===== config.mk =====
export PLATFORM = sky130hd
export DESIGN_NAME = lisa_rx_fifo
export DESIGN_NICKNAME = d
export VERILOG_FILES = /design/src/rtl/lisa_rx_fifo.sv
export SDC_FILE = /design/constraint.sdc
export NUM_CORES = 1
export LEC_CHECK = 0
export ABC_AREA = 1
export CORE_MARGIN = 5
export CORE_UTILIZATION = 55
export DETAILED_ROUTE_END_ITERATION = 16
export GPL_ROUTABILITY_DRIVEN = 0
export PLACE_DENSITY = 0.81
export SYNTH_ARGS = -nofsm -noshare
export SYNTH_HDL_FRONTEND = slang
export SYNTH_SLANG_ARGS = --single-unit

===== constraint.sdc =====
create_clock -name clk -period 2.5 [get_ports clk]
set_input_delay 0.375 -clock clk [delete_from_list [all_inputs] [get_ports clk]]
set_output_delay 0.375 -clock clk [all_outputs]
set_load 0.02 [all_outputs]

===== src/rtl/lisa_rx_fifo.sv =====
// Oversampled UART receiver feeding a first-word-fall-through FIFO with per-word error flags.
// Parity reception is compiled in only when LISA_RX_PARITY_EN is defined.
module lisa_rx_fifo #(
    parameter int unsigned DATA_BITS  = 8,
    parameter int unsigned OVERSAMPLE = 16,
    parameter int unsigned DEPTH      = 4,
    parameter bit          PARITY_ODD = 1'b0
) (
    input  logic                   clk,
    input  logic                   rst_n,
    input  logic                   baud_ref,
    input  logic                   rxd,
    input  logic                   rd,
    output logic [DATA_BITS-1:0]   d,
    output logic                   data_avail,
    output logic                   frame_err,
    output logic                   parity_err,
    output logic                   overrun,
    output logic [$clog2(DEPTH):0] fifo_level
);

    localparam int unsigned CNT_W = $clog2(OVERSAMPLE);
    localparam int unsigned BIT_W = $clog2(DATA_BITS + 1);
    localparam int unsigned PTR_W = $clog2(DEPTH);
    localparam int unsigned LVL_W = PTR_W + 1;

    localparam logic [CNT_W-1:0] CNT_HALF = CNT_W'(OVERSAMPLE / 2);
    localparam logic [CNT_W-1:0] CNT_LAST = CNT_W'(OVERSAMPLE - 1);
    localparam logic [BIT_W-1:0] BIT_LAST = BIT_W'(DATA_BITS - 1);
    localparam logic [LVL_W-1:0] LVL_FULL = LVL_W'(DEPTH);

`ifdef LISA_RX_PARITY_EN
    typedef enum logic [2:0] {IDLE, START, DATA, PARITY, STOP} state_t;
`else
    typedef enum logic [2:0] {IDLE, START, DATA, STOP} state_t;
`endif

    state_t               state, state_n;
    logic [CNT_W-1:0]     cnt, cnt_n;
    logic [BIT_W-1:0]     bit_cnt, bit_cnt_n;
    logic [DATA_BITS-1:0] shift, shift_n;
    logic [1:0]           rxd_sync;
    logic                 baud_q;
    logic                 rd_q;
    logic                 rxd_s;
    logic                 tick;
    logic                 rd_rise;
    logic                 push_c;
    logic                 push_ferr_c;
`ifdef LISA_RX_PARITY_EN
    logic                 perr_q, perr_n;
`endif

    logic [DATA_BITS-1:0] mem_data [DEPTH];
    logic                 mem_ferr [DEPTH];
`ifdef LISA_RX_PARITY_EN
    logic                 mem_perr [DEPTH];
`endif
    logic [PTR_W-1:0]     wr_ptr, rd_ptr;
    logic [LVL_W-1:0]     level_n;
    logic                 pop, wr, drop, full;

    assign rxd_s   = rxd_sync[1];
    assign tick    = baud_ref & ~baud_q;
    assign rd_rise = rd & ~rd_q;

    // Input conditioning: rxd synchronizer (idle-high preset) and edge detectors
    always_ff @(posedge clk or negedge rst_n) begin
        if (!rst_n) begin
            rxd_sync <= 2'b11;
            baud_q   <= 1'b0;
            rd_q     <= 1'b0;
        end else begin
            rxd_sync <= {rxd_sync[0], rxd};
            baud_q   <= baud_ref;
            rd_q     <= rd;
        end
    end

    // Receiver state and datapath registers
    always_ff @(posedge clk or negedge rst_n) begin
        if (!rst_n) begin
            state   <= IDLE;
            cnt     <= '0;
            bit_cnt <= '0;
            shift   <= '0;
`ifdef LISA_RX_PARITY_EN
            perr_q  <= 1'b0;
`endif
        end else begin
            state   <= state_n;
            cnt     <= cnt_n;
            bit_cnt <= bit_cnt_n;
            shift   <= shift_n;
`ifdef LISA_RX_PARITY_EN
            perr_q  <= perr_n;
`endif
        end
    end

    // Next-state logic; everything advances only on baud ticks
    always_comb begin
        state_n     = state;
        cnt_n       = cnt;
        bit_cnt_n   = bit_cnt;
        shift_n     = shift;
        push_c      = 1'b0;
        push_ferr_c = 1'b0;
`ifdef LISA_RX_PARITY_EN
        perr_n      = perr_q;
`endif
        if (tick) begin
            case (state)
                IDLE: begin
                    if (!rxd_s) begin
                        state_n = START;
                        cnt_n   = CNT_W'(1);
                    end
                end
                START: begin
                    if (cnt == CNT_HALF) begin
                        state_n   = rxd_s ? IDLE : DATA;
                        cnt_n     = '0;
                        bit_cnt_n = '0;
                    end else begin
                        cnt_n = cnt + CNT_W'(1);
                    end
                end
                DATA: begin
                    if (cnt == CNT_LAST) begin
                        cnt_n     = '0;
                        shift_n   = {rxd_s, shift[DATA_BITS-1:1]};
                        bit_cnt_n = bit_cnt + BIT_W'(1);
                        if (bit_cnt == BIT_LAST) begin
`ifdef LISA_RX_PARITY_EN
                            state_n = PARITY;
`else
                            state_n = STOP;
`endif
                        end
                    end else begin
                        cnt_n = cnt + CNT_W'(1);
                    end
                end
`ifdef LISA_RX_PARITY_EN
                PARITY: begin
                    if (cnt == CNT_LAST) begin
                        cnt_n   = '0;
                        perr_n  = rxd_s ^ (^shift) ^ PARITY_ODD;
                        state_n = STOP;
                    end else begin
                        cnt_n = cnt + CNT_W'(1);
                    end
                end
`endif
                STOP: begin
                    if (cnt == CNT_LAST) begin
                        cnt_n       = '0;
                        push_c      = 1'b1;
                        push_ferr_c = ~rxd_s;
                        state_n     = IDLE;
                    end else begin
                        cnt_n = cnt + CNT_W'(1);
                    end
                end
                default: begin
                    state_n = IDLE;
                    cnt_n   = '0;
                end
            endcase
        end
    end

    // FIFO control: a pop frees a slot for a same-clk push when full
    assign full = (fifo_level == LVL_FULL);
    assign pop  = rd_rise & data_avail;
    assign wr   = push_c & (~full | pop);
    assign drop = push_c & full & ~pop;

    always_comb begin
        level_n = fifo_level;
        if (wr && !pop) begin
            level_n = fifo_level + LVL_W'(1);
        end else if (!wr && pop) begin
            level_n = fifo_level - LVL_W'(1);
        end
    end

    always_ff @(posedge clk or negedge rst_n) begin
        if (!rst_n) begin
            wr_ptr     <= '0;
            rd_ptr     <= '0;
            fifo_level <= '0;
            data_avail <= 1'b0;
            overrun    <= 1'b0;
        end else begin
            if (wr) begin
                wr_ptr <= wr_ptr + PTR_W'(1);
            end
            if (pop) begin
                rd_ptr <= rd_ptr + PTR_W'(1);
            end
            fifo_level <= level_n;
            data_avail <= (level_n != '0);
            if (drop) begin
                overrun <= 1'b1;
            end else if (pop) begin
                overrun <= 1'b0;
            end
        end
    end

    // Storage carries no reset; outputs are gated by data_avail instead
    always_ff @(posedge clk) begin
        if (wr) begin
            mem_data[wr_ptr] <= shift;
            mem_ferr[wr_ptr] <= push_ferr_c;
`ifdef LISA_RX_PARITY_EN
            mem_perr[wr_ptr] <= perr_q;
`endif
        end
    end

    assign d         = data_avail ? mem_data[rd_ptr] : '0;
    assign frame_err = data_avail & mem_ferr[rd_ptr];
`ifdef LISA_RX_PARITY_EN
    assign parity_err = data_avail & mem_perr[rd_ptr];
`else
    // No parity bit in this build; the sense parameter has nothing to act on
    assign parity_err = PARITY_ODD & 1'b0;
`endif

endmodule

==> metrics.txt <==
# TYPE chip_impl_metric gauge
chip_impl_info{name="status",value="complete, no violations"} 1
chip_impl_metric{name="fin_crit",unit="ns"} 2.370
chip_impl_info{name="largest_family_of_logic_cells_by_synthesized_area",value="simple AND/OR/NAND/NOR gates"} 1
chip_impl_metric{name="fillCellCount",unit=""} 406
chip_impl_metric{name="layout-drive-gt1-share",unit="%"} 14.06
chip_impl_metric{name="crit_fanout",unit=""} 18
chip_impl_metric{name="critical_path_arrival",unit="ns"} 1.99
chip_impl_metric{name="setup.reg_to_reg.worst_slack",unit="ns"} 0.73
chip_impl_metric{name="first_global_vias",unit=""} 1998
chip_impl_metric{name="power.ir.vdd_worst",unit="V"} 0.0006744
chip_impl_metric{name="ys_async_sr_fraction",unit="%"} 46.27
chip_impl_info{name="holdCritPathClass",value="flip-flop to flip-flop"} 1
chip_impl_info{name="ys.flop_type",value="edfxtp_1"} 1
chip_impl_metric{name="share_of_the_core_filled_with_cells_in_the_final_layout",unit="%"} 64.26
chip_impl_metric{name="max_freq",unit="MHz"} 422.0
chip_impl_info{name="hp-start",value="rxd_sync[0]$_DFF_PN1_"} 1
chip_impl_metric{name="io_pins",unit=""} 20
chip_impl_metric{name="finalSetupViolCount",unit=""} 0
chip_impl_info{name="rsz0062_at_grt",value="false"} 1
chip_impl_metric{name="crit_path_max_incr_delay",unit="ns"} 0.62
chip_impl_metric{name="total_congestion_overflow_after_global_routing",unit=""} 0
chip_impl_metric{name="post_drt_via_cell_ratio",unit=""} 5.176
chip_impl_metric{name="placement_rows",unit=""} 27
chip_impl_metric{name="cts.path.max_buffers",unit=""} 2
chip_impl_metric{name="fp.coreArea",unit="um^2"} 5405
chip_impl_metric{name="post_synth_instance_area",unit="um^2"} 3015
chip_impl_metric{name="grt_max_degree",unit=""} 32
chip_impl_metric{name="synth_area_per_cell",unit="um^2"} 10.54
chip_impl_metric{name="path_clk_slew",unit="ns"} 0.07
chip_impl_metric{name="layout.nets",unit=""} 330
chip_impl_metric{name="clk-insertion-delay-late",unit="ns"} 0.34
chip_impl_info{name="mostFrequentLayoutCell",value="nor2_1"} 1
chip_impl_metric{name="ys_warn_count",unit=""} 0
chip_impl_metric{name="critical_path_required",unit="ns"} 2.12
chip_impl_info{name="rr_startpoint",value="cnt[0]$_DFFE_PN0P_"} 1
chip_impl_metric{name="post_cts_resized",unit=""} 0
chip_impl_metric{name="initial_utilization",unit="%"} 55.79
chip_impl_metric{name="synth-edff-count",unit=""} 36
chip_impl_info{name="worstSetupStartpointType",value="flip-flop"} 1
chip_impl_metric{name="filler_free_cell_count_of_the_finished_design",unit=""} 392
chip_impl_metric{name="cell_count_post_placement",unit=""} 376
chip_impl_metric{name="firstDrtPassIters",unit=""} 5
chip_impl_info{name="cts_root_buffer",value="clkbuf_8"} 1
chip_impl_metric{name="max-cap-violations",unit=""} 0
chip_impl_info{name="regToRegEndpoint",value="mem_data[3][7]$_DFFE_PP_"} 1
chip_impl_info{name="hold-path-endpoint",value="rxd_sync[1]$_DFF_PN1_"} 1
chip_impl_metric{name="routedWlPerCell",unit="um"} 13.51
chip_impl_metric{name="number_of_diodes",unit=""} 0
chip_impl_metric{name="ys_seq_area_share",unit="%"} 61.66
chip_impl_metric{name="cts_sinks",unit=""} 67
chip_impl_metric{name="die_width",unit="um"} 84.05
chip_impl_info{name="mostFrequentLayoutCells",value="nor2_1 (54), edfxtp_1 (36), inv_1 (30)"} 1
chip_impl_metric{name="cts-buffers-inserted",unit=""} 9
chip_impl_metric{name="power.leakage",unit="nW"} 1.473
chip_impl_metric{name="dp_hpwl",unit="um"} 3592
chip_impl_metric{name="hold_viol",unit=""} 0
chip_impl_metric{name="count_of_hold_fix_buffers_inserted_at_cts",unit=""} 0
chip_impl_metric{name="period_share",unit="%"} 94.80
chip_impl_metric{name="cts_htree_levels",unit=""} 3
chip_impl_metric{name="die_y",unit="um"} 84.05
chip_impl_metric{name="wire_length_of_the_first_global_routing_pass",unit="um"} 9121
chip_impl_metric{name="grt_usage",unit="%"} 16.36
chip_impl_info{name="crit_path_top_delay_cell",value="clkdlybuf4s50_1"} 1
chip_impl_info{name="timing_worst_setup_path_type",value="flip-flop to output port"} 1
chip_impl_metric{name="synth-xor-area-share",unit="%"} 2.033
chip_impl_metric{name="fin_tns_setup",unit="ns"} 0
chip_impl_metric{name="syn_nets",unit=""} 301
chip_impl_metric{name="final.setup_skew",unit="ns"} 0.01078
chip_impl_metric{name="fp.dieArea",unit="um^2"} 7064
chip_impl_metric{name="synth-compound-area-share",unit="%"} 9.378
chip_impl_metric{name="cell_variety_after_synth",unit=""} 33
chip_impl_metric{name="synth_simple_gate_area_share",unit="%"} 16.31
chip_impl_metric{name="synthMuxAreaShare",unit="%"} 0.4979
chip_impl_metric{name="power_density",unit="nW/um^2"} 993.8
chip_impl_metric{name="initialDrtViolationCount",unit=""} 138
chip_impl_metric{name="hold_depth",unit=""} 0
chip_impl_metric{name="totalWireLength",unit="um"} 5296
chip_impl_metric{name="postCtsSetupRepairBufs",unit=""} 0
chip_impl_info{name="worstPathCellList",value="buf_4, nor2_1, nor2_1, o21ai_0, a21oi_1, clkdlybuf4s50_1"} 1
chip_impl_metric{name="area_delta_synth_final",unit="%"} 15.19
chip_impl_metric{name="synth_cells",unit=""} 286
chip_impl_metric{name="yosys.area_share.adder",unit="%"} 4.149
chip_impl_metric{name="report.final.slew_viol_count",unit=""} 0
chip_impl_info{name="path_common_cell",value="nor2_1"} 1
chip_impl_metric{name="rr_worst_depth",unit=""} 8
chip_impl_info{name="cts_tree",value="done"} 1
chip_impl_metric{name="route.antenna.remaining_nets",unit=""} 0
chip_impl_metric{name="yosys_register_bits",unit=""} 67
chip_impl_metric{name="dr_total_vias",unit=""} 2029
chip_impl_metric{name="drcViolationCount",unit=""} 0
chip_impl_metric{name="grt_antenna_before_repair",unit=""} 0
chip_impl_info{name="crit_path_end_kind",value="output port"} 1
chip_impl_metric{name="portBuffers",unit=""} 18
==> synth_stat cells (3+ instances only) <==
master    instances  share of area, %
buf_2             3              0.50
inv_2             4              0.50
o21ai_1           4              0.66
a21oi_2           5               1.5
edfxtp_1         36                36
a21oi_1          14               2.3
inv_1            31               3.9
nand2_1          27               3.4
ha_1             10               4.1
dfrtp_1          29                24
o21ai_0          25               4.1
nor2_1           54               6.7
xor2_1            6               1.7
nand3_1          13               2.2
==> power by group <==
part	switching, mW	internal [mW]	total [mW]	leakage, nW
combinational	0.769	0.511	1.28	0.768
clock	0.393	0.356	0.749	0.0831
sequential	0.129	1.29	1.42	0.622
==> critical path: cells and delay by family (launching register included) <==
| kind | cells | cell delay [ns] |
|---|---|---|
| AOI/OAI and AO/OA | 2 | 0.24 |
| buffers and inverters | 2 | 0.86 |
| and+or+nand+nor | 2 | 0.16 |
| DFF | 1 | 0.39 |
==> per-layer routing <==
metal | routed length, um | vias up | GRT usage [%]
met5 | 0 | - | 0
met4 | 71 | 0 | 5.409
met3 | 255 | 11 | 5.726
met2 | 2688 | 41 | 26.76
met1 | 2281 | 977 | 20.19
li1 | - | 1000 | -
==> registers in the layout (all words and copies together) (netlist names) <==
register    flops
wr_ptr          2
rd_q            1
shift           8
fifo_level      3
cnt             4
mem_ferr        4
mem_data       32
state           2
rd_ptr          2
data_avail      1
bit_cnt         4
rxd_sync        2
baud_q          1
overrun         1
==> cell families (layout without fill, tap and decap cells) <==
| logic type | Yosys count | in the layout |
|---|---|---|
| buf+inv | 43 | 77 |
| fa+ha+maj | 10 | 10 |
| flops | 67 | 67 |
| simple gates | 107 | 107 |
| compound gates | 50 | 50 |
| mux | 1 | 1 |
| other cells | 1 | 1 |
| xor+xnor | 7 | 7 |
==> metrics by stage <==
step / area, um^2 / setup WS, ns / power, mW / hold WS (ns)
finish: 3473 / 0.1301 / 3.452 / 0.3559
global route: 3473 / 0.01555 / 3.699 / 0.3625
CTS: 3460 / 0.02941 / 3.482 / 0.3556
detailed placement: 3297 / 0.4265 / 2.733 / 0.3491
global placement: 3297 / 0.4720 / 2.685 / 0.3462
floorplan: 3015 / 0.6706 / 2.277 / 0.07941
==> final cells by class <==
cell class	count	area [um^2]	share of cell area, %
Clock inverter	5	31.28	0.9006
Timing Repair Buffer	25	242.7	6.988
Multi-Input combinational cell	176	979.7	28.21
Sequential cell	67	1859	53.53
Clock buffer	11	131.4	3.782
Inverter	36	138.9	3.999
Tap cell	72	90.09	2.594
==> how the worst max path moves through the flow <==
stage,depth (start not counted),from,to
6_report,6,rd_ptr[0]$_DFFE_PN0N_,d[1]
5_1_grt,6,rd_ptr[0]$_DFFE_PN0N_,frame_err
4_1_cts,4,rd_ptr[0]$_DFFE_PN0N_,d[3]
3_5_place_dp,4,rd_ptr[0]$_DFFE_PN0N_,d[3]
3_3_place_gp,4,rd_ptr[0]$_DFFE_PN0N_,d[0]
2_1_floorplan,5,fifo_level[0]$_DFF_PN0_,mem_data[0][0]$_DFFE_PP_
No activity file was read; power rests on OpenSTA's default activity.
